===== src/rtl/instr_fetch_queue_if.sv =====
// Fetch-queue bus: the fetch-side word, redirect and decode handshake.
// Ports: fetch_instr_pc/flush/dispatch_ready in; busy, out0_*, out1_*, overflow out.
interface instr_fetch_queue_if;
    logic [63:0] fetch_instr_pc;
    logic        flush;
    logic        dispatch_ready;
    logic        busy;
    logic        out0_valid;
    logic [31:0] out0_instr;
    logic [31:0] out0_pc;
    logic        out1_valid;
    logic [31:0] out1_instr;
    logic [31:0] out1_pc;
    logic        overflow;

    modport master (
        output fetch_instr_pc, flush, dispatch_ready,
        input  busy, out0_valid, out0_instr, out0_pc,
        input  out1_valid, out1_instr, out1_pc, overflow
    );

    modport slave (
        input  fetch_instr_pc, flush, dispatch_ready,
        output busy, out0_valid, out0_instr, out0_pc,
        output out1_valid, out1_instr, out1_pc, overflow
    );
endinterface


===== src/rtl/instr_fetch_queue.sv =====
// Dual-issue instruction buffer between cache controller and decode.
// Ports: clk, rst (async, active-high), ifq (slave side of instr_fetch_queue_if).
module instr_fetch_queue #(
    parameter int DEPTH = 8,
    parameter int AW    = 3
) (
    input logic              clk,
    input logic              rst,
    instr_fetch_queue_if.slave ifq
);

    localparam logic [AW:0] CNT_FULL = (AW+1)'(DEPTH);
    localparam logic [AW:0] CNT_BUSY = (AW+1)'(DEPTH - 2);
    localparam logic [AW:0] CNT_TWO  = (AW+1)'(2);

    logic [63:0]   mem [DEPTH];
    logic [AW-1:0] rp;
    logic [AW-1:0] wp;
    logic [AW-1:0] rp1;
    logic [AW:0]   cnt;
    logic [AW:0]   cnt_next;
    logic          ovf;
    logic          push;
    logic          full;
    logic          push_ok;
    logic [1:0]    pop;
    logic [63:0]   head;
    logic [63:0]   second;

    // Fullness is judged before this cycle's pop, so a full queue
    // drops the incoming word even when decode drains that cycle.
    assign push    = |ifq.fetch_instr_pc;
    assign full    = (cnt == CNT_FULL);
    assign push_ok = push && !full;

    always_comb begin
        pop = 2'd0;
        if (ifq.dispatch_ready) begin
            if (cnt >= CNT_TWO) pop = 2'd2;
            else                pop = cnt[1:0];
        end
    end

    assign cnt_next = cnt + (AW+1)'(push_ok) - (AW+1)'(pop);

    always_ff @(posedge clk or posedge rst) begin
        if (rst) begin
            rp  <= '0;
            wp  <= '0;
            cnt <= '0;
            ovf <= 1'b0;
        end else if (ifq.flush) begin
            rp  <= '0;
            wp  <= '0;
            cnt <= '0;
        end else begin
            rp  <= rp + AW'(pop);
            cnt <= cnt_next;
            if (push_ok) wp <= wp + 1'b1;
            if (push && full) ovf <= 1'b1;
        end
    end

    // Storage is not reset; only entries behind a valid count are shown.
    always_ff @(posedge clk) begin
        if (push_ok && !ifq.flush) mem[wp] <= ifq.fetch_instr_pc;
    end

    assign rp1    = rp + 1'b1;
    assign head   = mem[rp];
    assign second = mem[rp1];

    assign ifq.busy       = (cnt >= CNT_BUSY);
    assign ifq.overflow   = ovf;
    assign ifq.out0_valid = (cnt != '0);
    assign ifq.out1_valid = (cnt >= CNT_TWO);
    assign ifq.out0_instr = ifq.out0_valid ? head[63:32]   : 32'd0;
    assign ifq.out0_pc    = ifq.out0_valid ? head[31:0]    : 32'd0;
    assign ifq.out1_instr = ifq.out1_valid ? second[63:32] : 32'd0;
    assign ifq.out1_pc    = ifq.out1_valid ? second[31:0]  : 32'd0;

endmodule


===== src/flat_wrapper.sv =====
// flat-port wrapper written by rule: the top's interface ports become plain ports
module instr_fetch_queue_flat 
#(
    parameter int DEPTH = 8,
    parameter int AW    = 3
)
  (clk, rst, ifq_fetch_instr_pc, ifq_flush, ifq_dispatch_ready, ifq_busy, ifq_out0_valid, ifq_out0_instr, ifq_out0_pc, ifq_out1_valid, ifq_out1_instr, ifq_out1_pc, ifq_overflow);
  instr_fetch_queue_if ifq_i ();
  input logic clk;
  input logic rst;
  input wire logic [$bits(ifq_i.fetch_instr_pc)-1:0] ifq_fetch_instr_pc;
  input wire logic [$bits(ifq_i.flush)-1:0] ifq_flush;
  input wire logic [$bits(ifq_i.dispatch_ready)-1:0] ifq_dispatch_ready;
  output wire logic [$bits(ifq_i.busy)-1:0] ifq_busy;
  output wire logic [$bits(ifq_i.out0_valid)-1:0] ifq_out0_valid;
  output wire logic [$bits(ifq_i.out0_instr)-1:0] ifq_out0_instr;
  output wire logic [$bits(ifq_i.out0_pc)-1:0] ifq_out0_pc;
  output wire logic [$bits(ifq_i.out1_valid)-1:0] ifq_out1_valid;
  output wire logic [$bits(ifq_i.out1_instr)-1:0] ifq_out1_instr;
  output wire logic [$bits(ifq_i.out1_pc)-1:0] ifq_out1_pc;
  output wire logic [$bits(ifq_i.overflow)-1:0] ifq_overflow;
  assign ifq_i.fetch_instr_pc = ifq_fetch_instr_pc;
  assign ifq_i.flush = ifq_flush;
  assign ifq_i.dispatch_ready = ifq_dispatch_ready;
  assign ifq_busy = ifq_i.busy;
  assign ifq_out0_valid = ifq_i.out0_valid;
  assign ifq_out0_instr = ifq_i.out0_instr;
  assign ifq_out0_pc = ifq_i.out0_pc;
  assign ifq_out1_valid = ifq_i.out1_valid;
  assign ifq_out1_instr = ifq_i.out1_instr;
  assign ifq_out1_pc = ifq_i.out1_pc;
  assign ifq_overflow = ifq_i.overflow;
  instr_fetch_queue #(.DEPTH(DEPTH), .AW(AW)) u_core (.clk(clk), .rst(rst), .ifq(ifq_i));
endmodule

===== config.mk =====
export PLATFORM = sky130hd
export DESIGN_NAME = instr_fetch_queue_flat
export DESIGN_NICKNAME = d
export VERILOG_FILES = /design/src/rtl/instr_fetch_queue_if.sv /design/src/rtl/instr_fetch_queue.sv /design/src/flat_wrapper.sv
export SDC_FILE = /design/constraint.sdc
export NUM_CORES = 1
export LEC_CHECK = 0
export CAP_MARGIN = 15
export CORE_AREA = 5 5 242 185
export CTS_CLUSTER_SIZE = 28
export DETAILED_ROUTE_END_ITERATION = 12
export DIE_AREA = 0 0 247 190
export GPL_TIMING_DRIVEN = 0
export PLACE_DENSITY_LB_ADDON = 0.3
export SYNTH_ARGS = -nofsm -noshare
export SYNTH_HDL_FRONTEND = slang
export SYNTH_SLANG_ARGS = --single-unit

===== constraint.sdc =====
create_clock -name clk -period 7.02 [get_ports clk]
set_input_delay 2.106 -clock clk [delete_from_list [all_inputs] [get_ports clk]]
set_output_delay 2.106 -clock clk [all_outputs]
set_load 0.01 [all_outputs]

==> results.sh, run 1 <==
export IMPL_run_status="finished, final reports clean"
export IMPL_cts_setup_buffers=0
export IMPL_fmax_mhz=169
export IMPL_die_w_um=247
export IMPL_cts_reportedPaths_clkPinSlew_ps=60
export IMPL_cts_tree="yes"
export IMPL_end_kind="primary output"
export IMPL_cp_arrival_ps=3820
export IMPL_portBuffers=199
export IMPL_cts_htree_levels=2
export IMPL_fillers=2686
export IMPL_start_kind="flip-flop"
export IMPL_synthFlopType="edfxtp_1"
export IMPL_globalRoute_totalOverflow=0
export IMPL_wire_per_inst_um=30.1
export IMPL_cts_resized=0
export IMPL_crit_type="flip-flop to primary output"
export IMPL_die_area_mm2=0.0469
export IMPL_yosys_area_share_xor_xnor_pct=0.217
export IMPL_via_per_inst=6.72
export IMPL_yosys_warnings=0
export IMPL_synth_distinct_cells=34
export IMPL_synthMuxAreaShare_pct=26.7
export IMPL_antenna_found_initial=7
export IMPL_post_route_min_period_ps=5920
export IMPL_core_area_mm2=0.0425
export IMPL_yosysSeqAreaShare_pct=64.8
export IMPL_ir_drop_mv=0.323
export IMPL_drt_pass1_iter_count=6
export IMPL_cp_cell_sequence="ha_1, xnor2_1, buf_6, clkbuf_1, nand2_1, a21oi_1, clkdlybuf4s50_1"
export IMPL_synthArstFlopShare_pct=2.10
export IMPL_fin_nets=1642
export IMPL_syn_area_per_cell_um2=18.8
export IMPL_drt_iter0_drc=1847
export IMPL_grt_use_total_pct=28.0
export IMPL_place_hpwl_um=43700
export IMPL_synth_compound_area_share_pct=1.46
export IMPL_cts_buffers=52
export IMPL_num_vias=14700
export IMPL_layout_commonest_cell="edfxtp_1"
export IMPL_timing_worst_slew_pin_value_ps=965
export IMPL_ios=200
export IMPL_layout_common_cells="512 x edfxtp_1, 256 x mux4_2, 199 x clkdlybuf4s50_1, 132 x nand2_1, 73 x nor2_1"
export IMPL_final_max_slew_violation_count=0
export IMPL_cts_hold_buf=0
export IMPL_gp_congestion=0.795
export IMPL_synth_top_family_by_area="multiplexers"
export IMPL_setup_tns_final_ps=0
export IMPL_setup_viol_count_final=0
export IMPL_p_total_mw=12.0
export IMPL_crit_slowest_cell="xnor2_1"
export IMPL_cts_root_buffer="clkbuf_16"
export IMPL_power_leakage_nw=9.23
export IMPL_cp_required_ps=4910
export IMPL_rsz0062_at_grt="no"
export IMPL_hold_ws_ps=507
export IMPL_hold_path_class="flip-flop to flip-flop"
export IMPL_crit_path_max_incr_delay_ps=680
export IMPL_drive_above_1_share_pct=26.3
export IMPL_synth_simple_area_share_pct=4.42
export IMPL_finalClockSkew_ps=25.7
export IMPL_max_cap_violations=0
export IMPL_grt_max_degree=26
export IMPL_synth_fa_ha_area_share_pct=0.580
export IMPL_die_y_um=190
export IMPL_std_cell_rows=66
export IMPL_drc_errors=0
export IMPL_clock_sinks=523
export IMPL_critPathMaxFanout=10
export IMPL_final_antenna_net_count=0
export IMPL_first_global_vias=14900
export IMPL_synth_edf_count=512
export IMPL_synth_seq_cells=523
export IMPL_fin_crit_sh_pct=84.4
export IMPL_grt_pass1_wl_um=96200
export IMPL_wirelength_um=65600
export IMPL_syn_to_final_growth_pct=21.2
export IMPL_power_density_mw_per_mm2=409
export IMPL_hold_violations=0
export IMPL_start_util_pct=56.8
export IMPL_relSlewSlack_pct=35.7
export IMPL_syn_instance_count=1283
export IMPL_clkLatencyLatePin_ps=580
export IMPL_synth_area_mm2=0.0242
export IMPL_cts_buffer_depth=3
Yosys cell counts, drive strengths merged, types with 5 or more instances:
master,number,area share (%)
edfxtp,512,64
mux4,256,24
nand2,132,2.1
nor2,80,1.3
a21oi,66,1.4
mux2i,65,2.7
buf,61,1.3
clkbuf,32,0.50
nor4,17,0.50
dfrtp,11,1.1
ha,8,0.41
inv,6,0.093
nor2b,6,0.16
nand2b,5,0.13
nand4,5,0.13
final timing paths:
check,depth (start not counted),endpoint,start,slack (ps)
setup / recovery,7,ifq_out1_instr[1],u_core.rp[1],1100
hold / removal,1,u_core.ifq.overflow,u_core.ifq.overflow,510
setup reg to reg,8,u_core.mem[0][27],u_core.cnt[2],3870
hold reg to reg,1,u_core.ifq.overflow,u_core.ifq.overflow,510
max in group asynchronous,2,u_core.wp[2],rst,4860
min in group asynchronous,2,u_core.cnt[2],rst,1850
final cells by class:
class                   instances  area (um^2)  share of cell area (%)
plain buffers                  93          432                    1.47
diodes                          2         5.00                  0.0171
clock buffers                  59         1350                    4.61
multi-input cells             662         8130                    27.8
clock inverters                34          388                    1.32
repair buffers                226         2590                    8.83
well taps                     578          723                    2.47
inverters                       6         22.5                  0.0769
flip-flops and latches        523        15700                    53.4
kinds of logic (layout without fill, tap and decap cells):
logic type | after synthesis | in the layout
XOR/XNOR | 6 | 6
buffers and inverters | 99 | 418
adder cells (fa/ha/maj) | 10 | 10
other | 1 | 4
AO/OA/AOI/OAI | 69 | 69
flip-flops | 523 | 523
multiplexers | 323 | 323
AND/OR/NAND/NOR | 252 | 252
metrics by stage:
stage                     std cells  instance area [um^2]  utilization, %  setup slack (ps)
after floorplan                1284                 24200               -               927
after global placement         2061                 26900            63.2             -3110
after detailed placement       2088                 27500            64.8              1180
after CTS                      2181                 29300            68.9              1170
after global routing           2183                 29300            68.9              1010
final                          2183                 29300            68.9              1100
critical path, delay by kind of cell (launching register included):
family | cells | cell delay, ps
fa+ha+maj | 1 | 240
compound gates | 1 | 400
buf+inv | 3 | 1370
flops | 1 | 440
xor+xnor | 1 | 680
simple gates | 1 | 120
metal layers:
layer | vias up | wire, um | GRT usage [%]
met5 | - | 67 | 0
met4 | 10 | 1450 | 6.50
met3 | 129 | 7220 | 6.85
met2 | 989 | 31100 | 43.4
met1 | 7675 | 25800 | 41.5
li1 | 5872 | - | -
flip-flops by register name (all words and copies together) (netlist names):
register,count
u_core.cnt,4
u_core.ifq.overflow,1
u_core.mem,512
u_core.rp,3
u_core.wp,3
where the power goes:
part	total [mW]	internal (mW)	switching (mW)	leakage [nW]
Combinational	5.23	2.57	2.66	3.60
Sequential	3.90	3.76	0.134	4.79
Clock	2.86	1.70	1.16	0.847
No activity file was read; power rests on OpenSTA's default activity.
==> inputs of run 2 (changes only) <==
clock period = 6 ns   (was 7.02 ns; I/O delays follow)
==> results of run 2 <==
The final DEF is identical to that of run 1. Status: finished, final reports clean.
Main changes from that run: setup slack after placement 1180 ps -> 463 ps; setup slack after layout 1100 ps -> 381 ps; register-to-register setup slack 3870 ps -> 2850 ps; total power 12.0 mW -> 14.0 mW; worst IR drop on VDD 0.323 mV -> 0.377 mV
